`config.mk`:
```
export PLATFORM = sky130hd
export DESIGN_NAME = preg_free_list
export DESIGN_NICKNAME = d
export VERILOG_FILES = /design/src/rtl/renaming_pkg.sv /design/src/rtl/preg_lifo.sv /design/src/rtl/preg_free_list.sv
export SDC_FILE = /design/constraint.sdc
export NUM_CORES = 1
export LEC_CHECK = 0
export BUFFER_PORTS_ARGS = -buffer_cell sky130_fd_sc_hd__buf_4
export CORE_MARGIN = 2
export CORE_UTILIZATION = 30
export CTS_CLUSTER_DIAMETER = 120
export DETAILED_ROUTE_END_ITERATION = 12
export GPL_TIMING_DRIVEN = 0
export PLACE_DENSITY_LB_ADDON = 0.3
export SYNTH_ARGS = -nofsm -noshare
export SYNTH_HDL_FRONTEND = slang
export SYNTH_SLANG_ARGS = --single-unit
```
`constraint.sdc`:
```
create_clock -name clk_i -period 19.74 [get_ports clk_i]
set_input_delay 3.948 -clock clk_i [delete_from_list [all_inputs] [get_ports clk_i]]
set_output_delay 3.948 -clock clk_i [all_outputs]
set_load 0.02 [all_outputs]
```
`src/rtl/renaming_pkg.sv`:
```
// Shared definitions for the register renaming slice.
//   NR_PHYS_REGS   : size of the physical register pool (pr0 is permanently mapped)
//   PHYS_REG_WIDTH : physical register index width, clog2(NR_PHYS_REGS)
//   preg_t         : physical register index type
//   PREG_ZERO      : index of the hard-mapped register pr0
//   STACK_DEPTH    : number of allocatable registers (pool minus pr0)
package renaming_pkg;

    localparam int NR_PHYS_REGS   = 64;
    localparam int PHYS_REG_WIDTH = 6;
    localparam int STACK_DEPTH    = NR_PHYS_REGS - 1;

    typedef logic [PHYS_REG_WIDTH-1:0] preg_t;

    localparam preg_t PREG_ZERO = '0;

endpackage

```
`src/rtl/preg_lifo.sv`:
```
// Stack of physical register indices with one pop and two ordered pushes per cycle.
// Within one edge the order is: pop, then push0, then push1 (push1 ends on top).
// Reset fills the stack so that the top holds pr1, then pr2, ... down to pr63 at index 0.
// Ports:
//   clk_i, rst_i      : clock, asynchronous active-high reset
//   pop_i             : remove the current top this edge (caller guarantees count_o != 0)
//   push0_i/_data_i   : first push this edge
//   push1_i/_data_i   : second push this edge (lands above push0 when both are set)
//   top_o             : current top of stack, PREG_ZERO when empty
//   count_o           : number of entries held
module preg_lifo
    import renaming_pkg::*;
(
    input  logic  clk_i,
    input  logic  rst_i,
    input  logic  pop_i,
    input  logic  push0_i,
    input  preg_t push0_data_i,
    input  logic  push1_i,
    input  preg_t push1_data_i,
    output preg_t top_o,
    output preg_t count_o
);

    preg_t stack_q [STACK_DEPTH];
    preg_t count_q;
    preg_t top_idx;
    preg_t cnt_after_pop;
    preg_t cnt_after_push0;

    // Slot positions follow the pop -> push0 -> push1 order, so each push
    // writes directly above whatever the previous step left on top.
    // NOTE: every always_comb output gets a value on every path, so no latch is inferred.
    always_comb begin
        top_idx         = count_q - preg_t'(1);
        cnt_after_pop   = count_q - preg_t'(pop_i);
        cnt_after_push0 = cnt_after_pop + preg_t'(push0_i);
        top_o           = PREG_ZERO;
        if (count_q != PREG_ZERO) begin
            top_o = stack_q[top_idx];
        end
    end

    // NOTE: the stack is an array of flops with reset because its power-up
    // contents (the initial allocation order) are architecturally visible.
    // NOTE: sequential state uses non-blocking assignments only.
    always_ff @(posedge clk_i or posedge rst_i) begin
        if (rst_i) begin
            count_q <= preg_t'(STACK_DEPTH);
            for (int k = 0; k < STACK_DEPTH; k++) begin
                stack_q[k] <= preg_t'(STACK_DEPTH - k);
            end
        end else begin
            count_q <= cnt_after_push0 + preg_t'(push1_i);
            if (push0_i) begin
                stack_q[cnt_after_pop] <= push0_data_i;
            end
            if (push1_i) begin
                stack_q[cnt_after_push0] <= push1_data_i;
            end
        end
    end

    assign count_o = count_q;

endmodule

```
`src/rtl/preg_free_list.sv`:
```
// LIFO free-list manager for the physical register pool behind the rename map.
// Grants one register per cycle (zero latency) and accepts up to two releases
// per cycle; illegal releases (pr0, already-free, duplicate of port 0) are dropped
// and flagged one cycle later on rel_error_o.
// Ports:
//   clk_i, rst_i            : clock, asynchronous active-high reset
//   alloc_req_i             : rename stage wants one register this cycle
//   alloc_gnt_o             : request granted (pool not empty)
//   alloc_preg_o            : register handed out on grant (top of stack, 0 when empty)
//   rel0_valid_i/_preg_i    : release port 0 (commit dealloc)
//   rel1_valid_i/_preg_i    : release port 1 (writeback)
//   free_count_o            : registered number of free registers
//   empty_o                 : no free register available
//   rel_error_o             : an illegal release was dropped in the previous cycle
module preg_free_list
    import renaming_pkg::*;
(
    input  logic  clk_i,
    input  logic  rst_i,
    input  logic  alloc_req_i,
    output logic  alloc_gnt_o,
    output preg_t alloc_preg_o,
    input  logic  rel0_valid_i,
    input  preg_t rel0_preg_i,
    input  logic  rel1_valid_i,
    input  preg_t rel1_preg_i,
    output preg_t free_count_o,
    output logic  empty_o,
    output logic  rel_error_o
);

    localparam logic [NR_PHYS_REGS-1:0] FREE_MAP_RESET = {{(NR_PHYS_REGS-1){1'b1}}, 1'b0};

    logic [NR_PHYS_REGS-1:0] free_map_q;
    logic                    rel_error_q;
    logic                    legal0;
    logic                    legal1;
    preg_t                   count;

    preg_lifo u_lifo (
        .clk_i        (clk_i),
        .rst_i        (rst_i),
        .pop_i        (alloc_gnt_o),
        .push0_i      (legal0),
        .push0_data_i (rel0_preg_i),
        .push1_i      (legal1),
        .push1_data_i (rel1_preg_i),
        .top_o        (alloc_preg_o),
        .count_o      (count)
    );

    // Legality is judged on the pre-edge bitmap: a register granted this very
    // cycle is still marked free, so releasing it is rejected.
    always_comb begin
        empty_o     = (count == PREG_ZERO);
        alloc_gnt_o = alloc_req_i && !empty_o;
        legal0      = rel0_valid_i && (rel0_preg_i != PREG_ZERO) && !free_map_q[rel0_preg_i];
        legal1      = rel1_valid_i && (rel1_preg_i != PREG_ZERO) && !free_map_q[rel1_preg_i]
                      && !(legal0 && (rel1_preg_i == rel0_preg_i));
    end

    // The granted register is free pre-edge and released ones are allocated
    // pre-edge, so the clear and the sets never touch the same bit.
    always_ff @(posedge clk_i or posedge rst_i) begin
        if (rst_i) begin
            free_map_q  <= FREE_MAP_RESET;
            rel_error_q <= 1'b0;
        end else begin
            if (alloc_gnt_o) begin
                free_map_q[alloc_preg_o] <= 1'b0;
            end
            if (legal0) begin
                free_map_q[rel0_preg_i] <= 1'b1;
            end
            if (legal1) begin
                free_map_q[rel1_preg_i] <= 1'b1;
            end
            rel_error_q <= (rel0_valid_i && !legal0) || (rel1_valid_i && !legal1);
        end
    end

    assign free_count_o = count;
    assign rel_error_o  = rel_error_q;

endmodule

```
# Yosys cells after proc, flatten, opt, wreduce, memory -nomap -nowiden
# Index checks and enable logic that the tools add are counted.
# classes
addsub	4
magnitude_cmp	11
n_eq_ne	1
muxes	25
n_bitwise	7
n_reduce_logical	25
# ops
op	n
$bwmux W378	2
$mux W378	2
$mux W64	3
$or A64 B64 Y64	2
$demux W6 S6	2
$and A64 B64 Y64	1
$not A64 Y64	1
$bmux W6 S6	1
$mux W6	5
$ge A7 B7 Y1 const B	3
$lt A6 B7 Y1 const B	3
$not A6 Y7	3
$demux W1 S6	3
$ge A6 B1 Y1 const B	3
$reduce_bool A6 Y1	3
$logic_and A1 B1 Y1	14
$lt A7 B1 Y1 const B	2
$add A6 B1 Y6	2
$bmux W1 S6	2
$eq A6 B6 Y1	1
$logic_not A1 Y1	6
$logic_not A6 Y1	1
$sub A6 B1 Y6	1
$sub A6 B1 Y6 const B	1
2 further kinds	6
# word_totals
reg_bits	449
input_bits	17
wordCells	139

# Logic depth before layout (Yosys ltp)
# Gate-level depths: netlist (run 1).
# logic_depth
depth_word	17
mapped_depth	21

# Cells and area by module
# From an unflattened synthesis (run 1), not the netlist that was laid out.
# hier_totals
cells_unflattened	2511
hier_area_um2	27955.6
# by_module_without_submodules
module	n_inst	cells_each	area_each_um2	seq_area_each_um2
preg_lifo	1	1968	22709.3	9857.0
preg_free_list	1	543	5246.3	1705.4

# Least setup slack after synthesis (run 1)
# No wires, ideal clock.
# synth_timing
path_type	input to output
start	input alloc_req_i
end	output alloc_gnt_o
arrival_time_ns	4.222
setup_slack_ns	11.570
stages	2
path_buffers	0
path_cell_list	nand2_1 > inv_1
# synth_between
elab_chain_cells	1
# synth_rtl
element	line_no	text
start: declaration	preg_free_list.sv:20	input logic alloc_req_i,
$logic_and A1 B1 Y1	preg_free_list.sv:56	alloc_gnt_o = alloc_req_i && !empty_o;
end: declaration	preg_free_list.sv:21	output logic alloc_gnt_o,
# No other way between the ends.

# Final worst setup path (run 1)
# layout_timing
start	register u_lifo.count_q[0] (netlist: u_lifo.count_o[0])
end	output alloc_preg_o[1]
# layout_between
elab_chain_cells	6
# layout_rtl
element	line_no	text
start: declaration	preg_lifo.sv:26	preg_t count_q;
start signal: assignment	preg_lifo.sv:49	count_q <= preg_t'(STACK_DEPTH);
start signal: assignment	preg_lifo.sv:54	count_q <= cnt_after_push0 + preg_t'(push1_i);
$sub A6 B1 Y6	preg_lifo.sv:35	top_idx = count_q - preg_t'(1);
$not A6 Y7 (not written as such)	preg_lifo.sv:40	top_o = stack_q[top_idx];
$bmux W6 S6	preg_lifo.sv:40	
$mux W6 (not written as such) (2 in series)	preg_lifo.sv:40	
$mux W6 (*)	preg_lifo.sv:39	if (count_q != PREG_ZERO) begin
end: declaration	preg_free_list.sv:22	output preg_t alloc_preg_o,
# Every way passes the cells marked *; elsewhere a longest branch is shown, timed or not. The select of a mux whose other input is x is not followed.

==> results of run 1 <==
==> flip-flops by register name (all words and copies together) (netlist names) <==
name,flops
free_map_q,63
rel_error_o,1
u_lifo.count_o,6
u_lifo.stack_q,378
==> cell usage after synthesis, types with 29 or more instances <==
| cell | count |
|---|---|
| mux2i_1 | 545 |
| mux2_2 | 264 |
| dfstp_2 | 261 |
| dfrtp_1 | 187 |
| clkbuf_1 | 116 |
| nand2_1 | 98 |
| mux4_2 | 83 |
| nand3_1 | 74 |
| o221ai_1 | 62 |
| buf_2 | 59 |
| nor2_1 | 51 |
| o31ai_1 | 47 |
| nand3_2 | 35 |
| o21ai_0 | 30 |
| or3_1 | 29 |
==> cell type report <==
class,instances,area [um^2]
plain buffers,219,1062
well taps,1254,1569
clock inverters,24,366.6
multi-input cells,1643,15700
repair buffers,25,247.7
inverters,22,91.34
diodes,1,2.502
fillers,9253,61330
flip-flops and latches,448,11540
clock buffers,78,1563
==> kinds of logic after synthesis <==
logic type      Yosys count  synth area share, %
buf+inv                 241                4.027
fa+ha+maj                 8               0.3529
simple gates            443                9.603
xor+xnor                 30                1.112
compound gates          260                7.150
mux                     902                37.08
flops                   448                40.67
==> worst register-to-register path, cell delays in order, from the launching register on <==
cell and delay [ns]:
dfstp_2 0.57, buf_4 0.24, buf_4 0.35, buf_4 0.46, inv_1 0.23, buf_2 0.32
ha_1 0.34, buf_2 0.21, buf_2 0.40, buf_1 1.00, mux4_2 0.49, a2111oi_0 1.10
a2111o_1 0.41, buf_2 0.37, nand4_1 0.38, o31ai_1 0.40, o221ai_1 0.17
==> power breakdown <==
part | internal [mW] | switching (mW) | total, mW
clock network | 0.646 | 0.447 | 1.09
registers | 1.46 | 0.257 | 1.72
logic | 1.12 | 2.14 | 3.26
==> per-layer routing <==
metal / up-vias / routed length [um] / GRT usage (%)
met2: 976 / 55300 / 39.21
met1: 11727 / 51440 / 32.45
met3: 268 / 8116 / 4.213
met4: 0 / 5616 / 10.08
li1: 9075 / - / -
met5: - / 0 / 0
==> final timing paths <==
kind                                        start                   to  slack, ns  cells after the start
worst min register to register     free_map_q[22]       free_map_q[22]       0.54                      2
max in group asynchronous                   rst_i       free_map_q[52]      14.69                      4
min in group asynchronous                   rst_i  u_lifo.stack_q[185]       3.42                      2
worst max register to register  u_lifo.count_o[0]       free_map_q[32]      12.18                     16
worst min-delay path               free_map_q[22]       free_map_q[22]       0.54                      2
worst max-delay path            u_lifo.count_o[0]      alloc_preg_o[1]       8.14                     17
==> through the flow <==
step	utilization, %	instances	TNS [ns]
floorplan	-	2332	0
CTS	34.38	3713	0
global placement	32.20	3608	-307.33
global route	34.38	3714	0
detailed placement	32.31	3611	0
finish	34.38	3714	0
==> impl_metrics.yaml, run 1 <==
timing:
  whs_ns: 0.5449
  fmax_mhz: 86.23
  min_period_over_period_pct: 58.75
  timing.final.ws_setup_ns: 8.143
  worst_slew_pin_slew_ns: 1.608
  grt_setup_unrepaired: "no"
  skew_ns: 0.04497
  period_minus_slack_ns: 11.60
  hold_viol: 0
  slew_violations: 8
  setup_violations: 0
  maxSlewHeadroom_pct: -7.994
critical_path:
  slowest_delay_ns: 1.06
  crit_slowest_cell: "clkbuf_1"
  critPathRequiredTime_ns: 15.79
  cp_cell_sequence: "buf_4, buf_4, buf_4, inv_1, buf_2, ha_1, buf_2, clkbuf_1, clkbuf_1, mux4_2, nand2_1, nand3_1, nand4_1, nand2_1, nand3_2, inv_2, buf_4"
  critical_path.max_fanout: 12
  critPathTopFamily: "buffers and inverters"
  cp-start-kind: "flop"
  path_common_cell: "buf_4"
  cp-end-kind: "output pin"
  cp.buffers_inverters: 10
  crit_arrival_ns: 7.65
  critPathKind: "reg2out"
clocking:
  cts_tree: "done"
  cts.sinks: 448
  cts_root_buf: "clkbuf_16"
  htreeDepth: 2
  post_cts_buffers: 0
  cts_resized: 0
  clk_path_buf_depth: 3
  clock_latency_ns: 0.65
  hold_buffers: 0
  numCtsBuffers: 54
  clk_pin_slew_ns: 0.06
global_routing:
  grt_usage_pct: 24.41
  grt_overflow_total: 0
  grt_pass1_wl_um: 172500
  grt_pass1_vias: 22750
  grt_start_max_net_pins: 128
  antenna_found_initial: 6
synthesis:
  avgSynthCellArea_um2: 12.16
  synth_cell_types: 95
  syn_inst: 2332
  yosysSeqAreaShare_pct: 40.67
  yosysTopAreaCell: "dfstp_2"
  syn_area_um2: 28370
  synth-async-reset-ratio_pct: 100.0
  synth.area.top_cells: "dfstp_2 (24%), mux2i_1 (19%), dfrtp_1 (16%)"
  ys_warn_count: 0
  synth_edf_count: 0
  ys.flop_type: "dfstp_2"
  synth_top_cell_area_share_pct: 24.18
  synth_nets: 2357
  postSynthRegisterBits: 448
power:
  p_per_area_nw_per_um2: 188.9
  power_mw: 6.072
  power.leakage_nw: 14.99
  ir_worst_vdd_mv: 0.08919
floorplanning:
  ios: 32
  design.core.area_um2: 93470
  fp.dieH_um: 311.5
  num_rows: 112
  start_util_pct: 30.35
  die_x_um: 311.5
  design.die.area_um2: 97030
routing:
  ant_nets: 0
  first_pass_iters: 6
  wl_um: 120500
  viasPerCell: 5.936
  wl_per_cell_um: 32.44
  first_iter_violations: 2437
  routed-via-count: 22046
  drc: 0
placement:
  dp_hpwl_um: 86360
  place_area_um2: 30200
  pre_cts_slack_ns: 8.871
  port_buffers: 22
  globalplace.congestion: 0.9919
min_path:
  holdCritPathClass: "reg2reg"
flow_run:
  drv_cap: 1
finish:
  layout_commonest_cell: "mux2i_1"
  area_growth_pct: 13.29
  fin_nets: 2438
  drive_above_1_share_pct: 37.13
  fin_area_um2: 32140
  final_cell_mix: "mux2i_1 (545), mux2_2 (264), dfstp_2 (261)"
run_status:
  outcome: "finished with violations"
  violations: "capacitance limit, slew limit"
(Power assumes the default switching activity.)
==> run 2, diff against run 1 <==
==> constraint.sdc (replaced) <==
create_clock -name clk_i -period 9.65 [get_ports clk_i]
set_input_delay 1.93 -clock clk_i [delete_from_list [all_inputs] [get_ports clk_i]]
set_output_delay 1.93 -clock clk_i [all_outputs]
set_load 0.02 [all_outputs]
==> impl_metrics.yaml, run 2 (synthesis results as in run 1) <==
run_status:
  outcome: "finished with violations"
  violations: "capacitance limit, slew limit, setup timing"
timing:
  maxSlewHeadroom_pct: -1.166
  hold_viol: 0
  slew_violations: 21
  grt_setup_unrepaired: "no"
  timing.final.ws_setup_ns: -0.003205
  worst_slew_pin_slew_ns: 1.517
  min_period_over_period_pct: 100.0
  period_minus_slack_ns: 9.653
  timing.setup.tns_ns: -0.003205
  setup_violations: 1
  fmax_mhz: 103.6
  skew_ns: 0.03399
finish:
  drive_above_1_share_pct: 37.12
  largest_register_ffs: 378
  final_core_util_pct: 34.39
  layout_commonest_cell: "mux2i_1"
  regMostFlops: "u_lifo.stack_q"
  fin_nets: 2445
  area_growth_pct: 13.32
  final_cell_mix: "mux2i_1 (545), mux2_2 (264), dfstp_2 (261)"
  finalNonFillerCells: 3720
clocking:
  cts_resized: 0
  post_cts_buffers: 0
  htreeDepth: 2
  cts_tree: "done"
  clk_pin_slew_ns: 0.06
  hold_buffers: 0
  numCtsBuffers: 53
  cts.sinks: 448
  clock_latency_ns: 0.64
  cts_root_buf: "clkbuf_16"
  clk_path_buf_depth: 3
routing:
  first_iter_violations: 2145
  routed-via-count: 22068
  wl_um: 116800
  wl_per_cell_um: 31.39
  ant_nets: 0
  drc: 0
  first_pass_iters: 6
  viasPerCell: 5.932
floorplanning:
  design.core.area_um2: 93470
  design.die.area_um2: 97030
  die_x_um: 311.5
  fp.dieH_um: 311.5
  num_rows: 112
  start_util_pct: 30.35
  ios: 32
global_routing:
  grt_pass1_wl_um: 167900
  antenna_found_initial: 0
  grt_start_max_net_pins: 45
  grt_pass1_vias: 22649
  grt_overflow_total: 0
  grt_usage_pct: 23.60
critical_path:
  cp-end-kind: "output pin"
  crit_arrival_ns: 7.72
  cp-start-kind: "flop"
  critPathKind: "reg2out"
  critical_path.max_fanout: 12
  critPathRequiredTime_ns: 7.72
power:
  power.leakage_nw: 15.00
  p_per_area_nw_per_um2: 379.9
  power_mw: 12.21
  ir_worst_vdd_mv: 0.1939
min_path:
  holdCritPathClass: "reg2reg"
placement:
  pre_cts_slack_ns: 0.9687
  dpl.cell_count: 3619
  port_buffers: 22
  globalplace.congestion: 1.012
  dp_hpwl_um: 84620
flow_run:
  drv_cap: 3
run 2: cell count changes in the layout (fill, tap and decap cells not counted), moves of 3 or more:
| cell | previous run | this run |
|---|---|---|
| bufinv_16 | 7 | 4 |
| clkbuf_1 | 126 | 131 |
| clkinv_2 | 6 | 10 |
| buf_12 | 0 | 11 |
| clkbuf_2 | 4 | 1 |
| clkinv_4 | 5 | 1 |
| buf_16 | 3 | 0 |
run 2: metrics by stage:
step / hold slack (ns) / cell area (um^2)
6_report: 0.5443 / 32140
5_1_grt: 0.5659 / 32140
4_1_cts: 0.5429 / 32130
3_5_place_dp: 0.5338 / 30330
3_3_place_gp: 0.5262 / 30100
2_1_floorplan: 0.4973 / 28370
run 2: path summary, 6_finish.rpt:
check | startpoint | endpoint | slack (ns) | cells past startpoint
min in group asynchronous | rst_i | u_lifo.stack_q[114] | 1.47 | 2
worst max-delay path | u_lifo.count_o[0] | alloc_preg_o[1] | -0.003 | 17
worst min-delay path | free_map_q[36] | free_map_q[36] | 0.54 | 2
worst min register to register | free_map_q[36] | free_map_q[36] | 0.54 | 2
worst max register to register | u_lifo.count_o[0] | free_map_q[48] | 1.92 | 17
max in group asynchronous | rst_i | u_lifo.stack_q[353] | 6.31 | 7
run 2: critical path: stages, from the launching register on:
cell and delay (ns):
dfstp_2 0.57, buf_4 0.23, buf_4 0.39, buf_4 0.42, inv_1 0.22, buf_2 0.31
ha_1 0.34, buf_2 0.22, clkbuf_1 1.04, clkbuf_1 1.04, mux4_2 0.42, nand2_1 0.09
nand3_1 0.24, nand4_1 0.32, nand2_1 0.32, nand3_2 0.34, inv_2 0.33, buf_4 0.19
run 2: routing by layer:
metal  track usage [%]  part of all wire (%)  wire (um)
met4             11.13                   5.2       6030
met3             4.293                   7.3       8560
met2             36.98                    45      52720
met5                 0                     0          0
met1             31.49                    42      49450
run 2: layout make-up:
| class | count | area [um^2] |
|---|---|---|
| fill | 9253 | 61330 |
| multi-input combinational | 1643 | 15700 |
| sequential | 448 | 11540 |
| tap | 1254 | 1569 |
| clock buffer | 80 | 1559 |
| buffer | 219 | 1059 |
| timing repair buffer | 33 | 385.4 |
| clock inverter | 20 | 241.5 |
| inverter | 22 | 87.58 |
| antenna | 1 | 2.502 |
run 2: report_power, final:
part           internal [mW]  leakage [nW]  switching (mW)
clock                   1.23         0.880           0.878
sequential              2.99          5.18           0.529
combinational           2.30          8.94            4.29
total                   6.52          15.0            5.70
==> run 3, diff against run 2 <==
--- a/config.mk
+++ b/config.mk
@@ -11,7 +11,6 @@
 export CTS_CLUSTER_DIAMETER = 120
 export DETAILED_ROUTE_END_ITERATION = 12
 export GPL_TIMING_DRIVEN = 0
-export PLACE_DENSITY_LB_ADDON = 0.3
 export SYNTH_ARGS = -nofsm -noshare
 export SYNTH_HDL_FRONTEND = slang
 export SYNTH_SLANG_ARGS = --single-unit
==> impl_metrics.yaml, run 3 (synthesis results as in run 1) <==
run_status:
  outcome: "finished with violations"
  violations: "capacitance limit"
critical_path:
  worstReg2RegEnd: "u_lifo.stack_q[52]"
  path_common_cell: "buf_4"
  critPathRequiredTime_ns: 7.72
  cp-end-kind: "output pin"
  cp_cell_sequence: "buf_4, buf_4, buf_4, inv_1, buf_2, ha_1, buf_2, clkbuf_1, clkbuf_1, mux4_2, nand2_1, nand3_1, nand4_1, nand2_1, nand3_2, inv_2, buf_4"
  critical_path.max_fanout: 12
  cp-start-kind: "flop"
  crit_slowest_cell: "clkbuf_1"
  slowest_delay_ns: 1.03
  critPathKind: "reg2out"
  r2r_slack_ns: 1.98
  crit_arrival_ns: 7.54
  worst_r2r_startpoint: "u_lifo.count_o[0]"
  r2r_cells: 18
global_routing:
  antenna_found_initial: 1
  grt_usage_pct: 22.41
  grt_pass1_vias: 21866
  grt_pass1_wl_um: 161300
  grt_overflow_total: 0
  grt_start_max_net_pins: 42
clocking:
  cts_root_buf: "clkbuf_16"
  hold_buffers: 0
  cts_resized: 0
  clk_pin_slew_ns: 0.06
  htreeDepth: 2
  post_cts_buffers: 0
  clk_path_buf_depth: 3
  numCtsBuffers: 50
  cts.sinks: 448
  cts_tree: "done"
  clock_latency_ns: 0.65
timing:
  skew_ns: 0.05927
  fmax_mhz: 105.6
  maxSlewHeadroom_pct: 0.3776
  period_minus_slack_ns: 9.468
  slew_violations: 0
  whs_ns: 0.5473
  setup_violations: 0
  grt_setup_unrepaired: "no"
  min_period_over_period_pct: 98.11
  hold_viol: 0
  worst_slew_pin_slew_ns: 1.494
floorplanning:
  design.core.area_um2: 93470
  fp.dieH_um: 311.5
  die_x_um: 311.5
  design.die.area_um2: 97030
  start_util_pct: 30.35
  ios: 32
  num_rows: 112
placement:
  dp_hpwl_um: 78830
  port_buffers: 22
  globalplace.congestion: 1.034
  place_area_um2: 30360
  dpl.cell_count: 3621
routing:
  first_iter_violations: 2569
  viasPerCell: 5.887
  wl_per_cell_um: 29.78
  wl_um: 110700
  routed-via-count: 21877
  drc: 0
  first_pass_iters: 7
  ant_nets: 0
finish:
  drive_above_1_share_pct: 37.02
  final_core_util_pct: 34.28
  final_cell_mix: "mux2i_1 (545), mux2_2 (264), dfstp_2 (261)"
  finalNonFillerCells: 3716
  fin_nets: 2444
  fin_area_um2: 32040
  layout_commonest_cell: "mux2i_1"
  fillers: 9337
  regMostFlops: "u_lifo.stack_q"
  largest_register_ffs: 378
  area_growth_pct: 12.95
power:
  power.leakage_nw: 14.96
  ir_worst_vdd_mv: 0.1990
  p_per_area_nw_per_um2: 373.9
min_path:
  holdCritPathClass: "reg2reg"
  min_from: "free_map_q[10]"
  hold_depth: 2
  min_to: "free_map_q[10]"
flow_run:
  drv_cap: 1
-- run 3: cell types whose count changed in the layout (fill, tap and decap cells not counted), sizes merged --
cell      change
buf           +2
bufinv        -1
clkbuf        -8
clkinv        +5
clkinvlp      -1
inv           -1
-- run 3: report_power, final --
group / internal [mW] / leakage (nW) / switching (mW)
Clock: 1.12 / 0.824 / 0.871
Combinational: 2.29 / 8.95 / 4.20
Sequential: 2.99 / 5.18 / 0.507
Total: 6.40 / 15.0 / 5.57
-- run 3: through the flow --
stage                     setup WS [ns]  setup TNS, ns  total power, mW
final                            0.1820              0            11.98
after global routing             0.1101              0            12.36
after CTS                        0.3169              0            11.76
after detailed placement          1.014              0            9.746
after global placement           -1.444        -254.07            9.681
after floorplan                   1.876              0            7.346
-- run 3: worst max path at each step --
stage / start / endpoint / slack [ns] / cells after the start
after floorplan: rst_i / rel_error_o / 1.88 / 1
after global placement: rst_i / u_lifo.stack_q[318] / -1.44 / 2
after detailed placement: u_lifo.count_o[0] / alloc_preg_o[1] / 1.01 / 17
after CTS: u_lifo.count_o[0] / alloc_preg_o[1] / 0.32 / 17
after global routing: u_lifo.count_o[0] / alloc_preg_o[1] / 0.11 / 17
final: u_lifo.count_o[0] / alloc_preg_o[1] / 0.18 / 17
-- run 3: layout make-up --
| type | count | area (um^2) | area share [%] |
|---|---|---|---|
| clock buffer | 72 | 1435 | 4.479 |
| inverter | 22 | 87.58 | 0.2734 |
| sequential | 448 | 11540 | 36.01 |
| antenna | 1 | 2.502 | 0.007810 |
| tap | 1254 | 1569 | 4.897 |
| buffer | 219 | 1059 | 3.304 |
| clock inverter | 22 | 234.0 | 0.7302 |
| timing repair buffer | 35 | 425.4 | 1.328 |
| multi-input combinational | 1643 | 15690 | 48.97 |
-- run 3: critical path, delay by kind of cell, from the launching register on --
kind | cells | cell delay (ns)
flops | 1 | 0.57
simple gates | 5 | 1.24
buf+inv | 10 | 4.28
fa+ha+maj | 1 | 0.33
mux | 1 | 0.40
-- run 3: layer usage --
| metal | GRT usage, % | vias up | wire length [um] |
|---|---|---|---|
| li1 | - | 9082 | - |
| met2 | 33.53 | 1200 | 48010 |
| met5 | 0 | - | 13 |
| met4 | 9.047 | 2 | 5114 |
| met1 | 31.26 | 11304 | 47920 |
| met3 | 4.931 | 289 | 9594 |
